$ cat config.mk
export PLATFORM = sky130hd
export DESIGN_NAME = ifetch_unit
export DESIGN_NICKNAME = d
export VERILOG_FILES = /design/src/rtl/ifetch_unit.sv
export SDC_FILE = /design/constraint.sdc
export NUM_CORES = 1
export LEC_CHECK = 0
export ABC_AREA = 1
export CAP_MARGIN = 20
export CORE_UTILIZATION = 53
export DETAILED_ROUTE_END_ITERATION = 10
export PLACE_DENSITY = 0.81
export SLEW_MARGIN = 10
export SYNTH_ARGS = -nofsm -noshare
export SYNTH_HDL_FRONTEND = slang
export SYNTH_SLANG_ARGS = --single-unit
$ cat constraint.sdc
create_clock -name clk -period 5.4 [get_ports clk]
set_input_delay 1.35 -clock clk [delete_from_list [all_inputs] [get_ports clk]]
set_output_delay 1.35 -clock clk [all_outputs]
set_load 0.005 [all_outputs]
$ cat src/rtl/ifetch_unit.sv
// -----------------------------------------------------------------------------
// ifetch_unit
//
// Instruction fetch stage that feeds the IF/ID pipeline register. It owns the
// PC and keeps at most one fetch outstanding to instruction memory over a
// req/ack handshake. Returned instructions are buffered, together with their
// addresses, in a small FIFO. Redirect flushes the FIFO and retargets the PC.
// Stall holds the head entry in place. When the buffer is empty the stage
// presents a NOP (32'h00000013) at address 0.
//
// Parameters
//   RESET_PC    first PC fetched after reset
//   FIFO_DEPTH  fetch buffer entries (power of two, 2..8)
//
// Ports
//   clk              rising-edge clock
//   rst              asynchronous active-high reset
//   redirect_valid   flush the buffer and redirect fetch this cycle
//   redirect_pc      new fetch target (word aligned)
//   stall            downstream not accepting; head entry held
//   imem_req         fetch request to instruction memory
//   imem_addr        fetch address
//   imem_ack         request accepted, imem_rdata valid this cycle
//   imem_rdata       fetched instruction
//   fetch_valid      buffer head valid
//   fetch_instr      head instruction, NOP when not valid
//   fetch_addr       head address, 0 when not valid
//
// Optional feature (macro IFETCH_PERF_EN)
//   perf_kill_cnt    responses discarded because of a redirect
//   perf_empty_cnt   FETCH/KILL cycles with an empty buffer and no stall
// -----------------------------------------------------------------------------
module ifetch_unit #(
   parameter logic [31:0] RESET_PC   = 32'h0000_0000,
   parameter int          FIFO_DEPTH = 2
) (
   input  logic        clk,
   input  logic        rst,
   input  logic        redirect_valid,
   input  logic [31:0] redirect_pc,
   input  logic        stall,
   output logic        imem_req,
   output logic [31:0] imem_addr,
   input  logic        imem_ack,
   input  logic [31:0] imem_rdata,
   output logic        fetch_valid,
   output logic [31:0] fetch_instr,
   output logic [31:0] fetch_addr
`ifdef IFETCH_PERF_EN
   ,
   output logic [31:0] perf_kill_cnt,
   output logic [31:0] perf_empty_cnt
`endif
);

   localparam int             PTR_W   = (FIFO_DEPTH > 1) ? $clog2(FIFO_DEPTH) : 1;
   localparam logic [PTR_W:0] DEPTH_C = (PTR_W + 1)'(FIFO_DEPTH);
   localparam logic [31:0]    NOP     = 32'h0000_0013;

   typedef enum logic [1:0] {
      BOOT  = 2'd0,
      FETCH = 2'd1,
      KILL  = 2'd2
   } state_t;

   state_t         state_q, state_d;
   logic [31:0]    pc_q, pc_d;
   logic [31:0]    kill_addr_q, kill_addr_d;
   logic [PTR_W:0] count_q;
   logic [PTR_W-1:0] rd_ptr_q, wr_ptr_q;

   logic [31:0]    instr_buf [FIFO_DEPTH];
   logic [31:0]    addr_buf  [FIFO_DEPTH];

   logic           has_room;
   logic           xfer;
   logic           push;
   logic           pop;

   assign has_room    = (count_q < DEPTH_C);
   assign xfer        = imem_req && imem_ack;
   assign push        = (state_q == FETCH) && xfer && !redirect_valid;
   assign fetch_valid = (count_q != '0);
   assign pop         = fetch_valid && !stall && !redirect_valid;

   assign fetch_instr = fetch_valid ? instr_buf[rd_ptr_q] : NOP;
   assign fetch_addr  = fetch_valid ? addr_buf[rd_ptr_q]  : 32'h0000_0000;

   // Next-state, PC update and memory-side outputs.
   // In KILL the request for the abandoned address must stay stable until
   // memory acks it, so that address is held separately from the new PC.
   always_comb begin
      state_d     = state_q;
      pc_d        = pc_q;
      kill_addr_d = kill_addr_q;
      imem_req    = 1'b0;
      imem_addr   = pc_q;
      case (state_q)
         BOOT: begin
            state_d = FETCH;
            if (redirect_valid) begin
               pc_d = redirect_pc;
            end
         end
         FETCH: begin
            imem_req = has_room;
            if (redirect_valid) begin
               pc_d = redirect_pc;
               if (has_room && !imem_ack) begin
                  state_d     = KILL;
                  kill_addr_d = pc_q;
               end
            end else if (has_room && imem_ack) begin
               pc_d = pc_q + 32'd4;
            end
         end
         KILL: begin
            imem_req  = 1'b1;
            imem_addr = kill_addr_q;
            if (redirect_valid) begin
               pc_d = redirect_pc;
            end
            if (imem_ack) begin
               state_d = FETCH;
            end
         end
         default: begin
            state_d = BOOT;
         end
      endcase
   end

   always_ff @(posedge clk or posedge rst) begin
      if (rst) begin
         state_q     <= BOOT;
         pc_q        <= RESET_PC;
         kill_addr_q <= RESET_PC;
      end else begin
         state_q     <= state_d;
         pc_q        <= pc_d;
         kill_addr_q <= kill_addr_d;
      end
   end

   // Buffer occupancy and pointers. A redirect empties the buffer outright.
   always_ff @(posedge clk or posedge rst) begin
      if (rst) begin
         count_q  <= '0;
         rd_ptr_q <= '0;
         wr_ptr_q <= '0;
      end else if (redirect_valid) begin
         count_q  <= '0;
         rd_ptr_q <= '0;
         wr_ptr_q <= '0;
      end else begin
         if (push) begin
            wr_ptr_q <= wr_ptr_q + PTR_W'(1);
         end
         if (pop) begin
            rd_ptr_q <= rd_ptr_q + PTR_W'(1);
         end
         case ({push, pop})
            2'b10:   count_q <= count_q + (PTR_W + 1)'(1);
            2'b01:   count_q <= count_q - (PTR_W + 1)'(1);
            default: count_q <= count_q;
         endcase
      end
   end

   // Buffer storage; contents are qualified by count, so no reset is needed.
   always_ff @(posedge clk) begin
      if (push) begin
         instr_buf[wr_ptr_q] <= imem_rdata;
         addr_buf[wr_ptr_q]  <= pc_q;
      end
   end

`ifdef IFETCH_PERF_EN
   logic kill_evt;
   logic empty_evt;

   assign kill_evt  = ((state_q == FETCH) && xfer && redirect_valid) ||
                      ((state_q == KILL) && imem_ack);
   assign empty_evt = ((state_q == FETCH) || (state_q == KILL)) &&
                      !fetch_valid && !stall;

   always_ff @(posedge clk or posedge rst) begin
      if (rst) begin
         perf_kill_cnt  <= 32'd0;
         perf_empty_cnt <= 32'd0;
      end else begin
         if (kill_evt) begin
            perf_kill_cnt <= perf_kill_cnt + 32'd1;
         end
         if (empty_evt) begin
            perf_empty_cnt <= perf_empty_cnt + 32'd1;
         end
      end
   end
`endif

endmodule

## Word-level counts from Yosys, hierarchy flattened

Memory sizes are Yosys's and may differ from the RTL's.
Cells that the tools add are included.

- Add/sub/neg operators: 5
- $lt $le $gt $ge: 1
- Eq/ne operators: 9
- Mux-type cells: 20
- Reductions and logical operators: 20

Operators by type and width:

| kind | count |
|---|---|
| $mux 32 | 6 |
| $pmux 32 s2 | 1 |
| $add 32x3->32 const B | 1 |
| $reduce_and 3->1 | 3 |
| $mux 2 | 4 |
| $reduce_bool 2->1 | 4 |
| $logic_and 1x1->1 | 7 |
| $mux 1 | 6 |
| $pmux 2 s3 | 1 |
| $eq 2x1->1 const B | 2 |
| $eq 2x2->1 const B | 2 |
| $ne 2x1->1 const B | 2 |
| $ne 2x2->1 const B | 2 |
| $pmux 2 s2 | 1 |
| $logic_not 1->1 | 3 |
| $ne 3x2->1 const B | 1 |
| $reduce_bool 3->1 | 1 |
| $add 1x1->1 const B | 2 |
| $add 2x1->2 const B | 1 |
| $logic_not 2->1 | 1 |
| $lt 2x2->1 const B | 1 |
| $pmux 1 s2 | 1 |
| $reduce_or 2->1 | 1 |
| $sub 2x1->2 const B | 1 |

- Flip-flop bits (word level): 70
- Bits in writable memories: 128
- Input bits: 69
- Output and inout port bits: 98
- Word-level logic and storage cells: 63
- Memories kept: 2

Memory list:

| name | depth | width | read ports | clocked after memory_dff | write ports | RTL line | RTL |
|---|---|---|---|---|---|---|---|
| addr_buf | 2 | 32 | 1 | 0 | 1 | 73 | `logic [31:0] addr_buf [FIFO_DEPTH];` |
| instr_buf | 2 | 32 | 1 | 0 | 1 | 72 | `logic [31:0] instr_buf [FIFO_DEPTH];` |

## Longest topological paths before layout

- Depth in word-level cells: 8
- Gate-level depth with buffers: 12

## Least setup slack after synthesis

OpenSTA, ideal clock, no wires.

- Kind: input port to flip-flop
- Start point: input port redirect_valid
- End point: memory addr_buf[0][0] (enable)
- Setup time: 0.486 ns
- Arrival: 4.628 ns
- Path slack: 0.285 ns
- Cell stages on the path: 5
- Buffers on the path: 2
- Cell sequence: inv_2 buf_6 clkbuf_1 nand3_1 nor2_1

- Longest elaborated chain between the ends: 4

Ends and longest elaborated chain:

| what | RTL line | RTL |
|---|---|---|
| start: declaration | 39 | `input logic redirect_valid,` |
| $logic_not 1->1 | 82 | `assign push = (state_q == FETCH) && xfer && !redirect_valid;` |
| $logic_and 1x1->1 | 82 |  |
| $mux 1 | 172 | `if (push) begin` |
| $mux 1 (implied by the code) | 174 | `addr_buf[wr_ptr_q] <= pc_q;` |
| end: declaration | 73 |  |

No other way between the ends.

## Final worst setup path

- Start point: register state_q[0]
- End point: output port imem_req

- Longest elaborated chain between the ends: 2
- Elaborated cells between the ends (all ways): 3
- Classes of those cells: 2 x eq/ne; 1 x mux

Ends and longest elaborated chain:

| what | RTL line | RTL |
|---|---|---|
| start: declaration | 66 | `state_t state_q, state_d;` |
| start signal: assignment | 139 | `state_q <= state_d;` |
| $eq 2x2->1 or $eq 2x1->1 (tied branches) | 98 | `case (state_q)` |
| $pmux 1 s2 * | 98 |  |
| end: declaration | 42 | `output logic imem_req,` |

Every way passes the cells marked *; elsewhere a longest branch is shown, timed or not.

==> out/qor.csv <==
stage;metric;value;unit
outcome;status;complete, no violations;
logic_synthesis;synth_warnings;0;
setup_path;cp_top_family;adder cells;
timing;tightest_slew;0.993;ns
power;powerDensity;494;nW/um^2
global_route;grt_max_degree;67;
hold_path;min_path_cells;0;
hold_path;hold_end;addr_buf[0][0]$_DFFE_PP_;
layout;synthToLayoutAreaGrowth;25.7;%
timing;fin_skew;0.0118;ns
floorplanning;dieArea;17900;sq um
timing;period_needed;4.11;ns
timing;final_hold_viol_count;0;
power;p_leak;4.55;nW
clock_tree;h-tree-depth;4;
detailed_routing;dr.first_iter.drc_count;633;
logic_synthesis;syn_nets;1065;
detailed_routing;avgRoutedWirePerCell;15.7;um
placed_design;gp_congestion;0.898;
logic_synthesis;avgSynthCellArea;9.28;sq um
logic_synthesis;synth_top_cells_by_area;edfxtp_1 (42%), dfrtp_1 (19%), nand2_1 (14%), a21oi_1 (4.2%), nor2_1 (3.7%);
logic_synthesis;ys_ff_latch;198;
global_route;grt-ovfl-total;0;
hold_path;holdCritPathClass;flip-flop to flip-flop;
setup_path;reg2regPathDepth;7;
timing;post-route-worst-setup-slack;1.29;ns
power;p_int;3.54;mW
timing;setup-violations-final;0;
global_route;grt.total_usage;25.0;%
timing;slew_headroom;33.8;%
global_route;grt_pass1_vias;6559;
logic_synthesis;synthesis.area;9190;sq um
layout;antenna_cells;0;
logic_synthesis;synth_top_cell_by_area;edfxtp_1;
setup_path;cp_slowest_cell;ha_2;
setup_path;worst-setup-path-type;flip-flop to primary output;
setup_path;critPathBufInv;3;
detailed_routing;ant_nets;0;
layout;fill_cells;1309;
detailed_routing;viasPerCell;5.38;
clock_tree;cts-root-buf;clkbuf_16;
setup_path;r2r-end;addr_buf[1][8]$_DFFE_PP_;
setup_path;cp_max_fo;66;
detailed_routing;drc_errors;0;
logic_synthesis;async_flop_share;35.4;%
setup_path;crit_arrival;2.76;ns
placed_design;io_buffers;166;
floorplanning;die_h;134;um
power;p_clk_share;21.0;%
timing;finalMaxSlewViolations;0;
placed_design;dp_hpwl;14600;um
floorplanning;io_pins;167;
setup_path;regToRegSetupSlack;2.16;ns
layout;finalNonFillerCells;1371;
setup_path;cp-start-kind;flip-flop;
placed_design;pre_cts_slack;1.67;ns
clock_tree;clkSlewWorstSetupHoldPaths;0.07;ns
detailed_routing;via_count;7376;
placed_design;dp_cells;1337;
setup_path;cp.required;4.05;ns
timing;setup_tns;0;ns
clock_tree;worstSkewPairLatency;0.43;ns
logic_synthesis;synth_edf_count;128;
timing;post-route-period-util;76.2;%
detailed_routing;drt-pass1-iter-count;6;
job;cap_viol_max_count;0;
logic_synthesis;synth-main-ff-cell;edfxtp_1;
clock_tree;cts_hold_buf;0;
clock_tree;cts_tree;yes;
power;combPwrFrac;38.8;%
setup_path;endpoint_kind;primary output;
setup_path;crit_path_cell_trace;inv_1, ha_2, inv_2, a21boi_2, clkdlybuf4s50_1;
power;p_switching;2.16;mW
clock_tree;cts_buffer_depth;2;
layout;layout.nets;1213;
setup_path;worst_r2r_startpoint;state_q[0]$_DFFE_PP0P_;
hold_path;hold_start;pc_q[0]$_DFFE_PP0P_;
floorplanning;num_rows;47;
power;seqPwrFrac;40.2;%
logic_synthesis;yosysSeqAreaShare;60.9;%
clock_tree;cts_setup_buffers;0;
logic_synthesis;yosys.cell_types.count;30;
detailed_routing;wl;21500;um
power;swShare;37.9;%
power;vdd_ir_drop_max;0.311;mV
clock_tree;clock-sinks;198;
clock_tree;numCtsBuffers;17;
floorplanning;core_area;16800;sq um
logic_synthesis;synth.top_cell.area_share;41.8;%
timing;clock.fmax;243;MHz
layout;layout-drive-gt1-share;8.34;%
global_route;grt_antenna_before_repair;0;
logic_synthesis;synthCells;990;
timing;rsz0062_at_grt;no;
setup_path;crit_path_max_incr_delay;0.84;ns
floorplanning;start_util;54.8;%
floorplanning;die_w;134;um
clock_tree;cts_resized;0;
global_route;grt_first_pass_wirelength;34000;um
## sequential cells by signal, summed over array words and instances, names as in the netlist
name         count
addr_buf        64
instr_buf       64
kill_addr_q     32
pc_q            32
count_q          2
state_q          2
rd_ptr_q         1
wr_ptr_q         1
## per-layer routing
metal  up-vias  global-route usage [%]  share of wire [%]
met5         -                       0                  0
met4         0                    7.51                2.1
met3        34                    5.06                8.0
met2       344                    38.6                 46
met1      3419                    35.8                 44
li1       3579                       -                  -
## through the flow
step | cell area (sq um) | hold slack [ns] | utilization [%] | total power, mW
6_report | 11500 | 0.481 | 68.9 | 5.70
5_1_grt | 11500 | 0.491 | 68.9 | 6.05
4_1_cts | 11500 | 0.478 | 68.6 | 5.70
3_5_place_dp | 10900 | 0.462 | 65.3 | 4.49
3_3_place_gp | 10900 | 0.454 | 65.3 | 4.43
2_1_floorplan | 9190 | 0.442 | - | 3.51
## area by class of cell
cell class	instances	area (sq um)	share of cell area, %
Tap cell	220	275	2.38
Clock inverter	15	139	1.20
Timing Repair Buffer	175	1750	15.2
Clock buffer	17	425	3.69
Multi-Input combinational cell	687	3130	27.1
Sequential cell	198	5600	48.5
Inverter	59	221	1.92
## cell usage after synthesis (2+ instances only)
library cell	instances
o21ai_1	10
nor3_1	3
clkbuf_1	18
a21oi_1	77
o21ai_2	32
buf_4	3
inv_2	5
inv_1	54
nor2_2	4
buf_6	9
xor2_1	3
o22ai_1	5
o31ai_1	2
buf_2	7
buf_1	9
or2_2	5
nand4_1	4
nand2_2	2
nor2_1	90
nand2_1	351
ha_1	6
edfxtp_1	128
o21ai_0	49
nand3_1	39
dfrtp_1	70
## power groups by stage
stage                     combinational, mW  clock, mW  sequential [mW]
final                                  2.21       1.20             2.29
after global routing                   2.46       1.27             2.33
after CTS                              2.20       1.22             2.28
after detailed placement               2.17          0             2.31
after global placement                 2.14          0             2.29
after floorplan                        1.32          0             2.19
## cell usage in the layout, fill, tap and decap left out, types with 2 or more instances in the layout
cell type / synthesis / final
clkdlybuf4s50_1: 0 / 166
clkinv_4: 0 / 3
o21ai_1: 10 / 10
ha_1: 6 / 5
nand2_1: 351 / 351
inv_2: 5 / 7
nor2_1: 90 / 88
nand2_2: 2 / 2
nand4_1: 4 / 4
buf_12: 0 / 2
o21ai_0: 49 / 49
edfxtp_1: 128 / 128
nor3_1: 3 / 3
o22ai_1: 5 / 5
clkbuf_16: 0 / 17
nor2_4: 0 / 3
nand3_1: 39 / 39
buf_4: 3 / 7
or2_2: 5 / 5
o21ai_2: 32 / 32
inv_8: 0 / 5
o31ai_1: 2 / 2
a21oi_1: 77 / 77
nor2_2: 4 / 3
xor2_1: 3 / 3
clkinvlp_4: 0 / 3
dfrtp_1: 70 / 69
inv_1: 54 / 52
## how the worst max path moves through the flow
stage,from,endpoint,slack [ns],cells after the start
after CTS,state_q[0]$_DFFE_PP0P_,imem_req,1.26,5
after detailed placement,redirect_valid,addr_buf[0][24]$_DFFE_PP_,1.67,5
after global placement,redirect_valid,addr_buf[1][21]$_DFFE_PP_,1.72,5
after floorplan,redirect_valid,addr_buf[0][0]$_DFFE_PP_,0.29,5
final,state_q[0]$_DFFE_PP0P_,imem_req,1.29,5
after global routing,state_q[0]$_DFFE_PP0P_,imem_req,1.06,5
## cell families after synthesis
family | share of synthesized area, %
adder cells (fa/ha/maj) | 0.817
AND/OR/NAND/NOR | 21.5
AO/OA/AOI/OAI | 11.3
buffers and inverters | 5.24
XOR/XNOR | 0.286
flip-flops | 60.9
Power figures use the tool's default switching activity.
